## src/rtl/clk_250ms_500ms.sv

```systemverilog
// ---------------------------------------------------------------------------
// clk_250ms_500ms
//   Divides the system clock down to two phase-locked square waves
//   (250 ms and 500 ms period, 50% duty) and emits a one-cycle strobe
//   that coincides with each rising edge of either wave.
//
// Parameters
//   CLK_HZ      input clock frequency in Hz (multiple of 8, >= 16)
//
// Ports
//   clk_100mhz  in   system clock, rising edge active
//   rst         in   synchronous active-high reset
//   clk_250ms   out  250 ms square wave (registered)
//   clk_500ms   out  500 ms square wave (registered)
//   tick_250ms  out  one-cycle strobe with each clk_250ms rise (registered)
//   tick_500ms  out  one-cycle strobe with each clk_500ms rise (registered)
// ---------------------------------------------------------------------------
module clk_250ms_500ms #(
    parameter int unsigned CLK_HZ = 100_000_000
) (
    input  logic clk_100mhz,
    input  logic rst,
    output logic clk_250ms,
    output logic clk_500ms,
    output logic tick_250ms,
    output logic tick_500ms
);

    // Half-period lengths in cycles. CLK_HZ is a multiple of 8, so the
    // halving below is exact and HALF_250 == CLK_HZ/8.
    localparam int unsigned HALF_500 = CLK_HZ / 4;
    localparam int unsigned HALF_250 = HALF_500 / 2;
    localparam int unsigned CNT_W    = $clog2(HALF_250);

    localparam logic [CNT_W-1:0] CNT_LAST = CNT_W'(HALF_250 - 1);

    // Declaration initialisers give simulation the reset values before the
    // first reset edge.
    logic [CNT_W-1:0] r_cnt      = '0;
    logic             r_clk_250  = 1'b0;
    logic             r_clk_500  = 1'b0;
    logic             r_tick_250 = 1'b0;
    logic             r_tick_500 = 1'b0;

    logic w_wrap;
    logic w_rise_250;

    assign w_wrap     = (r_cnt == CNT_LAST);
    // clk_250ms is about to go 0->1 at this edge.
    assign w_rise_250 = w_wrap & ~r_clk_250;

    always_ff @(posedge clk_100mhz) begin
        if (rst) begin
            r_cnt      <= '0;
            r_clk_250  <= 1'b0;
            r_clk_500  <= 1'b0;
            r_tick_250 <= 1'b0;
            r_tick_500 <= 1'b0;
        end else begin
            r_cnt <= w_wrap ? '0 : r_cnt + 1'b1;
            if (w_wrap) begin
                r_clk_250 <= ~r_clk_250;
            end
            // The 500 ms wave toggles only on 250 ms rising edges, which keeps
            // the two waves phase-locked without a second counter.
            if (w_rise_250) begin
                r_clk_500 <= ~r_clk_500;
            end
            // Strobes are computed from the pre-edge state so they land in the
            // same cycle the corresponding wave becomes 1.
            r_tick_250 <= w_rise_250;
            r_tick_500 <= w_rise_250 & ~r_clk_500;
        end
    end

    assign clk_250ms  = r_clk_250;
    assign clk_500ms  = r_clk_500;
    assign tick_250ms = r_tick_250;
    assign tick_500ms = r_tick_500;

endmodule

```

## config.mk

```make
export PLATFORM = sky130hd
export DESIGN_NAME = clk_250ms_500ms
export DESIGN_NICKNAME = d
export VERILOG_FILES = /design/src/rtl/clk_250ms_500ms.sv
export SDC_FILE = /design/constraint.sdc
export NUM_CORES = 1
export LEC_CHECK = 0
export CAP_MARGIN = 20
export CORE_MARGIN = 2
export CORE_UTILIZATION = 55
export DETAILED_ROUTE_END_ITERATION = 6
export GPL_TIMING_DRIVEN = 0
export PLACE_DENSITY = 0.72
export RECOVER_POWER = 100
export SYNTH_ARGS = -nofsm -noshare
export SYNTH_HDL_FRONTEND = slang
export SYNTH_SLANG_ARGS = --single-unit
```

## constraint.sdc

```tcl
create_clock -name clk_100mhz -period 3.55 [get_ports clk_100mhz]
set_input_delay 0.71 -clock clk_100mhz [delete_from_list [all_inputs] [get_ports clk_100mhz]]
set_output_delay 0.71 -clock clk_100mhz [all_outputs]
set_load 0.1 [all_outputs]
```

==> run_results.csv, run 1 <==
group,metric,value,unit
synth,synthCells,152,
sta,min_period,2.687,ns
hold_path,hp-class,"flop to flop",
critical_path,cpMaxStageDelayCell,"dlygate4sd3_1",
floorplan,die_x,52.90,um
sta,finalHoldViolations,0,
layout,utilization,63.19,%
floorplan,start_util,58.88,%
synth,netlist.area_leader.share,42.63,%
detailed_routing,drtIter0Drc,17,
layout,area_growth,7.326,%
detailed_routing,drt_pass1_iterations,4,
critical_path,end_kind,"output port",
synth,synth.most_common_cell,"dfxtp_1",
outcome,status,"finished clean",
synth,synthFlopType,"dfxtp_1",
power,ir_worst_vdd,0.0002443,V
synth,synth_edf_count,0,
clock_network,cts_root_buf,"clkbuf_4",
sta,fmax,372.2,MHz
synth,synth_seq_cells,28,
clock_network,cts_tree,"done",
floorplan,die_h,52.90,um
critical_path,path_max_fanout,7,
power,power_density,343.3,nW/um^2
clock_network,clk_pin_slew_worst_paths,0.14,ns
detailed_routing,route.vias.total,1065,
floorplan,core,2233,um^2
synth,synth_cell_types,33,
placement,port_buffers,5,
placement,place.gp.congestion,0.7983,
clock_network,cts_buffers,3,
synth,synthTopCellsByArea,"dfxtp_1 (43%), xnor2_1 (7.3%), nor2_1 (6.6%), o31ai_1 (3.4%), nand4_1 (3.3%)",
clock_network,cts_hold_buf,0,
sta,clock_skew,0.003255,ns
placement,dpl-instance-area,1400,um^2
synth,postSynthAreaPerCell,8.651,um^2
critical_path,cp_num_buf_inv,1,
grt,antenna_found_initial,0,
placement,placed_cells,185,
detailed_routing,route.detailed.drc,0,
critical_path,critPathMaxStageDelay,1.23,ns
grt,grt_pass1_vias,1008,
synth,async_flop_share,0,%
floorplan,die_area,2798,um^2
sta,setup_violations,0,
flow_run,maxCapViolations,0,
layout,layoutNonFillerInstCount,189,
clock_network,ctsLongestPathBuffers,2,
placement,dpl.hpwl,1767,um
floorplan,num_rows,17,
power,finalPower,484.5,uW
grt,grt_overflow,0,
sta,slew_headroom,34.94,%
detailed_routing,drt_wl_total,2351,um
sta,rsz0062_at_grt,"false",
critical_path,critPathKind,"flop to output port",
synth,syn_nets,155,
grt,grtUsageTotal,19.44,%
layout,drive_gt1_share,7.453,%
sta,totalNegativeSetupSlack,0,ns
synth,ys_seq_area_share,42.63,%
grt,grt_start_max_net_pins,16,
layout,final_area,1411,um^2
power,leakage,0.4090,nW
critical_path,cp_top_family,"buffers and inverters",
floorplan,io_pins,6,
detailed_routing,wl_per_cell,12.44,um
layout,num_antenna_cells,0,
layout,finalNetCount,165,
synth,synth.cell_area,1315,um^2
clock_network,clk_latency,0.32,ns
synth,yosysTopAreaCell,"dfxtp_1",
detailed_routing,vias_per_cell,5.635,
clock_network,post_cts_buffers,0,
synth,synth_warnings,0,
critical_path,arrival,1.98,ns
critical_path,cp_cell_sequence,"dlygate4sd3_1",
clock_network,ctsResizeCount,0,
clock_network,cts_htree_levels,1,
sta,worst_slew_pin_slew,0.9727,ns
synth,synth_common_cells,"dfxtp_1 (28), nor2_1 (23), xnor2_1 (11), nand3_1 (7), nand4_1 (7)",
sta,slew_violations,0,
clock_network,clock_sinks,28,
critical_path,start_kind,"flop",
critical_path,worstPathRequired,2.84,ns
sta,min_period_over_period,75.69,%
detailed_routing,ant_nets,0,
grt,grt_pass1_wl,4112,um
-- area by class of cell --
type	instances	area (um^2)
Multi-Input combinational cell	112	680.7
Sequential cell	28	560.5
Clock buffer	4	36.28
Timing Repair Buffer	5	50.05
Fill cell	210	822.0
Inverter	6	22.52
Tap cell	28	35.03
Buffer	6	26.28
-- where the power goes --
| group | total, mW | internal (mW) | switching [mW] |
|---|---|---|---|
| clock network | 0.150 | 0.0627 | 0.0878 |
| registers | 0.320 | 0.317 | 0.00314 |
| logic | 0.0136 | 0.00517 | 0.00847 |
-- cells by family after synthesis --
| logic type | after synthesis | synth area share (%) |
|---|---|---|
| simple gates | 77 | 33.02 |
| flops | 28 | 42.63 |
| compound gates | 21 | 10.28 |
| buf+inv | 12 | 4.472 |
| fa+ha+maj | 1 | 0.9513 |
| xor+xnor | 13 | 8.658 |
-- sequential cells by signal, indices dropped and copies added, names as in the netlist --
signal	cells
r_cnt	24
clk_250ms	1
tick_250ms	1
clk_500ms	1
tick_500ms	1
-- layer usage --
metal / GRT usage [%] / share of wire, % / wire, um / up-vias
li1: - / - / - / 563
met1: 23.46 / 50 / 1178 / 492
met2: 34.58 / 47 / 1104 / 8
met3: 3.107 / 2.4 / 56 / 2
met4: 6.838 / 0.51 / 12 / 0
met5: 0 / 0 / 0 / -
-- layout by cell type (no fill, tap or decap), types with 3 or more instances in the layout --
| cell type | synthesis | layout |
|---|---|---|
| inv_1 | 6 | 6 |
| or3_1 | 6 | 6 |
| dlygate4sd3_1 | 0 | 4 |
| o21ai_0 | 4 | 4 |
| clkbuf_1 | 2 | 5 |
| nand3_1 | 7 | 7 |
| a21oi_1 | 6 | 6 |
| nor3_1 | 6 | 6 |
| or4_1 | 3 | 3 |
| o31ai_1 | 6 | 6 |
| nand2_1 | 6 | 6 |
| nand4_1 | 7 | 8 |
| xnor2_1 | 11 | 11 |
| dfxtp_1 | 28 | 28 |
| nor2_1 | 23 | 23 |
| clkbuf_4 | 0 | 3 |
| nor4_1 | 6 | 6 |
-- final timing paths --
check / startpoint / end / slack (ns) / depth (start not counted)
max: clk_250ms / clk_250ms / 0.86 / 1
min: clk_500ms / tick_500ms / 0.48 / 1
max reg2reg: r_cnt[0] / r_cnt[12] / 1.13 / 6
min reg2reg: clk_500ms / tick_500ms / 0.48 / 1
-- metrics by stage --
step	hold WS [ns]	setup slack, ns
floorplan	0.4412	1.602
global placement	0.4586	1.294
detailed placement	0.4737	1.287
CTS	0.4932	0.9091
global route	0.5127	0.7933
finish	0.4804	0.8629
Power figures use the tool's default switching activity.
==> run 2: changes to the inputs <==
--- a/config.mk
+++ b/config.mk
@@ -7,10 +7,10 @@
 export LEC_CHECK = 0
 export CAP_MARGIN = 20
 export CORE_MARGIN = 2
-export CORE_UTILIZATION = 55
+export CORE_UTILIZATION = 52
 export DETAILED_ROUTE_END_ITERATION = 6
 export GPL_TIMING_DRIVEN = 0
-export PLACE_DENSITY = 0.72
+export PLACE_DENSITY = 0.71
 export RECOVER_POWER = 100
 export SYNTH_ARGS = -nofsm -noshare
 export SYNTH_HDL_FRONTEND = slang
==> constraint.sdc (replaced) <==
create_clock -name clk_100mhz -period 2.2 [get_ports clk_100mhz]
set_input_delay 0.44 -clock clk_100mhz [delete_from_list [all_inputs] [get_ports clk_100mhz]]
set_output_delay 0.44 -clock clk_100mhz [all_outputs]
set_load 0.1 [all_outputs]
==> run 2 against run 1 <==
Net effect: wire length is 3.4% higher; power is 63% higher; critical path depth stayed put; non-clock buffer count stayed put; combinational power is 71% higher; setup slack worse by 0.77 ns; hold slack better by 0.0080 ns; cell count is 1.1% higher; clock skew is 0.011 ns higher; sequential power is 62% higher; global-route usage is 0.45 points lower; largest cell class unchanged; largest power group unchanged.
==> run_results.csv, run 2 (synthesis results as in run 1) <==
group,metric,value,unit
outcome,status,"finished clean",
floorplan,die_x,54.29,um
power,finalPower,787.8,uW
critical_path,cpMaxStageDelayCell,"buf_1",
hold_path,hold-path-cell-count,2,
critical_path,critPathMaxStageDelay,0.88,ns
sta,fmax,474.9,MHz
sta,min_period,2.106,ns
critical_path,arrival,1.67,ns
layout,area_growth,7.136,%
placement,dpl.hpwl,1778,um
grt,grt_pass1_vias,948,
layout,num_antenna_cells,0,
critical_path,worstPathRequired,1.76,ns
detailed_routing,drt_pass1_iterations,4,
detailed_routing,wl_per_cell,12.73,um
grt,grt_overflow,0,
clock_network,clock_sinks,28,
placement,dpl_worst_slack,0.1332,ns
clock_network,clk_pin_slew_worst_paths,0.15,ns
clock_network,clk_latency,0.32,ns
critical_path,end_kind,"output port",
grt,antenna_found_initial,0,
grt,grtUsageTotal,18.99,%
floorplan,start_util,54.06,%
layout,final_common_cell,"dfxtp_1",
power,ir_worst_vdd,0.0003312,V
critical_path,cp_cell_sequence,"buf_1",
detailed_routing,vias_per_cell,5.759,
critical_path,r2r_cells,6,
layout,final_area,1409,um^2
critical_path,path_max_fanout,7,
sta,slew_headroom,23.07,%
layout,utilization,57.92,%
critical_path,start_kind,"flop",
clock_network,cts_hold_buf,0,
floorplan,die_area,2947,um^2
sta,clock_skew,0.01463,ns
detailed_routing,route.vias.total,1100,
sta,setup_violations,0,
sta,totalNegativeSetupSlack,0,ns
layout,largest_reg_flops,24,
clock_network,cts_root_buf,"clkbuf_4",
layout,final_cell_mix,"dfxtp_1 (28), nor2_1 (23), xnor2_1 (11)",
grt,grt_start_max_net_pins,16,
clock_network,cts_tree,"done",
sta,slew_violations,0,
sta,worst_slew_pin_slew,1.159,ns
detailed_routing,ant_nets,0,
sta,setup_ws,0.09430,ns
floorplan,core,2432,um^2
power,leakage,0.4101,nW
floorplan,io_pins,6,
floorplan,die_h,54.29,um
layout,fillers,220,
floorplan,num_rows,18,
layout,finalNetCount,165,
detailed_routing,route.detailed.drc,0,
sta,min_period_over_period,95.71,%
power,power_density,559.1,nW/um^2
hold_path,hp-class,"flop to flop",
clock_network,cts_htree_levels,1,
detailed_routing,drtIter0Drc,28,
sta,finalHoldViolations,0,
sta,rsz0062_at_grt,"false",
grt,grt_pass1_wl,4112,um
clock_network,ctsLongestPathBuffers,2,
clock_network,cts_buffers,3,
critical_path,cp_top_family,"buffers and inverters",
flow_run,maxCapViolations,0,
placement,port_buffers,5,
placement,place.gp.congestion,0.7672,
detailed_routing,drt_wl_total,2431,um
critical_path,r2r_slack,0.12,ns
placement,dpl-instance-area,1403,um^2
critical_path,critPathKind,"flop to output port",
layout,largest-register,"r_cnt",
critical_path,path_depth,1,
layout,drive_gt1_share,9.317,%
critical_path,cp_num_buf_inv,1,
==> run 2: cell count changes in the layout (fill, tap and decap cells not counted), sizes merged <==
| cell | delta |
|---|---|
| dlygate4sd3 | -4 |
| buf | +2 |
| clkbuf | +2 |
==> run 2: what timing repair did <==
| item | CTS | global route |
|---|---|---|
| pin swaps | 0 | 0 |
| endpoints found under the setup margin | 4 | 2 |
| hold endpoints to repair | 0 | 0 |
| setup buffers | 0 | 0 |
| resized for setup | 4 | 1 |
| gates cloned | 0 | 0 |
==> run 2: area by class of cell <==
class                   count  area [um^2]  share of cell area (%)
multi-input cells         112        690.7                   49.02
flip-flops and latches     28        560.5                   39.79
well taps                  30        37.54                   2.664
clock buffers               4        36.28                   2.575
plain buffers               6        36.28                   2.575
repair buffers              5        25.02                   1.776
inverters                   6        22.52                   1.599
==> run 2: worst paths after layout <==
| path | startpoint | to |
|---|---|---|
| hold / removal | r_cnt[23] | r_cnt[23] |
| hold reg to reg | r_cnt[23] | r_cnt[23] |
| setup reg to reg | r_cnt[0] | r_cnt[20] |
| setup / recovery | clk_250ms | clk_250ms |
==> run 2: per-layer routing <==
layer	wire [um]	track usage, %
met1	1146	24.91
met2	1171	32.13
met3	97	2.459
met4	15	6.250
met5	0	0
==> run 2: power breakdown <==
part / internal [mW] / switching, mW / total [mW] / leakage, nW
Sequential: 0.512 / 0.00582 / 0.518 / 0.226
Clock: 0.101 / 0.146 / 0.247 / 0.0210
Combinational: 0.00925 / 0.0139 / 0.0232 / 0.163
Total: 0.622 / 0.165 / 0.788 / 0.410
==> run 2: through the flow <==
step / instances / hold slack (ns)
6_report: 191 / 0.4884
5_1_grt: 191 / 0.5086
4_1_cts: 191 / 0.4845
3_5_place_dp: 187 / 0.4668
3_3_place_gp: 187 / 0.4585
2_1_floorplan: 152 / 0.4412
==> run 3: changes to the inputs <==
--- a/config.mk
+++ b/config.mk
@@ -12,6 +12,7 @@
 export GPL_TIMING_DRIVEN = 0
 export PLACE_DENSITY = 0.71
 export RECOVER_POWER = 100
+export SKIP_CTS_REPAIR_TIMING = 1
 export SYNTH_ARGS = -nofsm -noshare
 export SYNTH_HDL_FRONTEND = slang
 export SYNTH_SLANG_ARGS = --single-unit
==> run 3 against run 2 <==
Net effect: sequential share of layout area decreased by 0.25 points; sequential cell count unchanged; global-route usage unchanged; fmax increased by 1.2%; clock power about the same; cell count unchanged; largest cell class unchanged; non-clock buffer count unchanged; register-to-register slack about the same; first-iteration DRC count unchanged; critical path type is now flop to flop.
==> run_results.csv, run 3 (synthesis results as in run 1) <==
group,metric,value,unit
detailed_routing,drtIter0Drc,28,
flow_run,maxCapViolations,0,
grt,grtUsageTotal,18.99,%
detailed_routing,vias_per_cell,5.707,
sta,worst_slew_pin_slew,1.160,ns
critical_path,cpMaxStageDelayCell,"or4_4",
sta,min_period,2.081,ns
clock_network,clock_sinks,28,
critical_path,worstPathRequired,2.46,ns
critical_path,critPathKind,"flop to flop",
critical_path,end_kind,"flop",
grt,grt_overflow,0,
critical_path,cp_cell_sequence,"ha_2 > nand4_4 > or3_1 > buf_6 > or4_4 > a21oi_1",
critical_path,worstSetupStartpoint,"r_cnt[0]",
sta,finalHoldViolations,0,
clock_network,clk_latency,0.32,ns
sta,slew_violations,0,
critical_path,path_max_fanout,9,
critical_path,timing.rr.start,"r_cnt[0]",
layout,fillers,221,
floorplan,num_rows,18,
power,leakage,0.4310,nW
outcome,status,"finished clean",
sta,holdWs,0.4855,ns
floorplan,die_area,2947,um^2
clock_network,clk_pin_slew_worst_paths,0.14,ns
clock_network,ctsLongestPathBuffers,2,
detailed_routing,drt_pass1_iterations,4,
clock_network,cts_htree_levels,1,
sta,clock_skew,0.01485,ns
floorplan,core,2432,um^2
critical_path,arrival,2.34,ns
layout,largest_reg_flops,24,
grt,antenna_found_initial,0,
grt,grt_pass1_wl,4112,um
sta,setup_violations,0,
critical_path,critPathMaxStageDelay,0.46,ns
grt,grt_start_max_net_pins,16,
critical_path,start_kind,"flop",
sta,slew_headroom,22.99,%
floorplan,io_pins,6,
placement,dpl.hpwl,1778,um
placement,place.gp.congestion,0.7672,
layout,area_growth,7.802,%
sta,rsz0062_at_grt,"false",
detailed_routing,route.detailed.drc,0,
detailed_routing,drt_wl_total,2432,um
placement,port_buffers,5,
sta,fmax,480.4,MHz
hold_path,hp-class,"flop to flop",
layout,final_common_cell,"dfxtp_1",
sta,min_period_over_period,94.61,%
clock_network,cts_buffers,3,
grt,grt_pass1_vias,948,
layout,utilization,58.28,%
detailed_routing,wl_per_cell,12.73,um
clock_network,cts_root_buf,"clkbuf_4",
layout,final_cell_mix,"dfxtp_1 (28), nor2_1 (23), xnor2_1 (11)",
layout,drive_gt1_share,9.317,%
power,ir_worst_vdd,0.0003313,V
layout,finalNetCount,165,
detailed_routing,route.vias.total,1090,
floorplan,die_h,54.29,um
power,power_density,555.9,nW/um^2
detailed_routing,ant_nets,0,
clock_network,cts_tree,"done",
floorplan,start_util,54.06,%
layout,num_antenna_cells,0,
floorplan,die_x,54.29,um
layout,largest-register,"r_cnt",
hold_path,hold_start,"r_cnt[23]",
## run 3: changes by cell type in the layout (fill, tap and decap cells not counted)
cell | before | now
buf_1 | 1 | 0
dlymetal6s4s_1 | 0 | 1
## run 3: path summary, 6_finish.rpt
| check | cells after the start | end | slack (ns) |
|---|---|---|---|
| worst max-delay path | 6 | r_cnt[20] | 0.12 |
| worst min-delay path | 2 | r_cnt[23] | 0.49 |
| worst max register to register | 6 | r_cnt[20] | 0.12 |
| worst min register to register | 2 | r_cnt[23] | 0.49 |
## run 3: metal layers
metal	global-route usage [%]	vias up	routed length (um)	share of wire, %
met5	0	-	0	0
met4	6.250	0	15	0.62
met3	2.459	2	91	3.7
met2	32.13	18	1175	48
met1	24.91	507	1149	47
li1	-	563	-	-
## run 3: cell type report
class	count	area [um^2]	share of cell area, %
Clock buffer	4	36.28	2.560
Inverter	6	22.52	1.589
Tap cell	30	37.54	2.648
Sequential cell	28	560.5	39.54
Timing Repair Buffer	5	33.78	2.383
Buffer	6	36.28	2.560
Multi-Input combinational cell	112	690.7	48.72
## run 3: critical path, delay by kind of cell (launching register included)
family | cells | cell delay (ns)
and+or+nand+nor | 3 | 1.05
DFF | 1 | 0.42
adders and majority gates | 1 | 0.25
buffers and inverters | 1 | 0.15
AOI/OAI and AO/OA | 1 | 0.15
## run 3: report_power, final
part / total, mW / switching, mW / internal [mW]
registers: 0.518 / 0.00582 / 0.512
logic: 0.0232 / 0.0139 / 0.00925
clock network: 0.247 / 0.146 / 0.101
## run 3: stage by stage
step / cells / setup TNS (ns) / instance area [um^2] / power [mW] / worst slack [ns]
final: 191 / 0 / 1418 / 0.7880 / 0.1185
after global routing: 191 / 0 / 1418 / 0.8195 / 0.01088
after floorplan: 152 / 0 / 1315 / 0.5452 / 0.2522
after global placement: 187 / 0 / 1403 / 0.5515 / 0.1478
after detailed placement: 187 / 0 / 1403 / 0.5516 / 0.1332
after CTS: 191 / -0.3899 / 1439 / 0.7988 / -0.2020
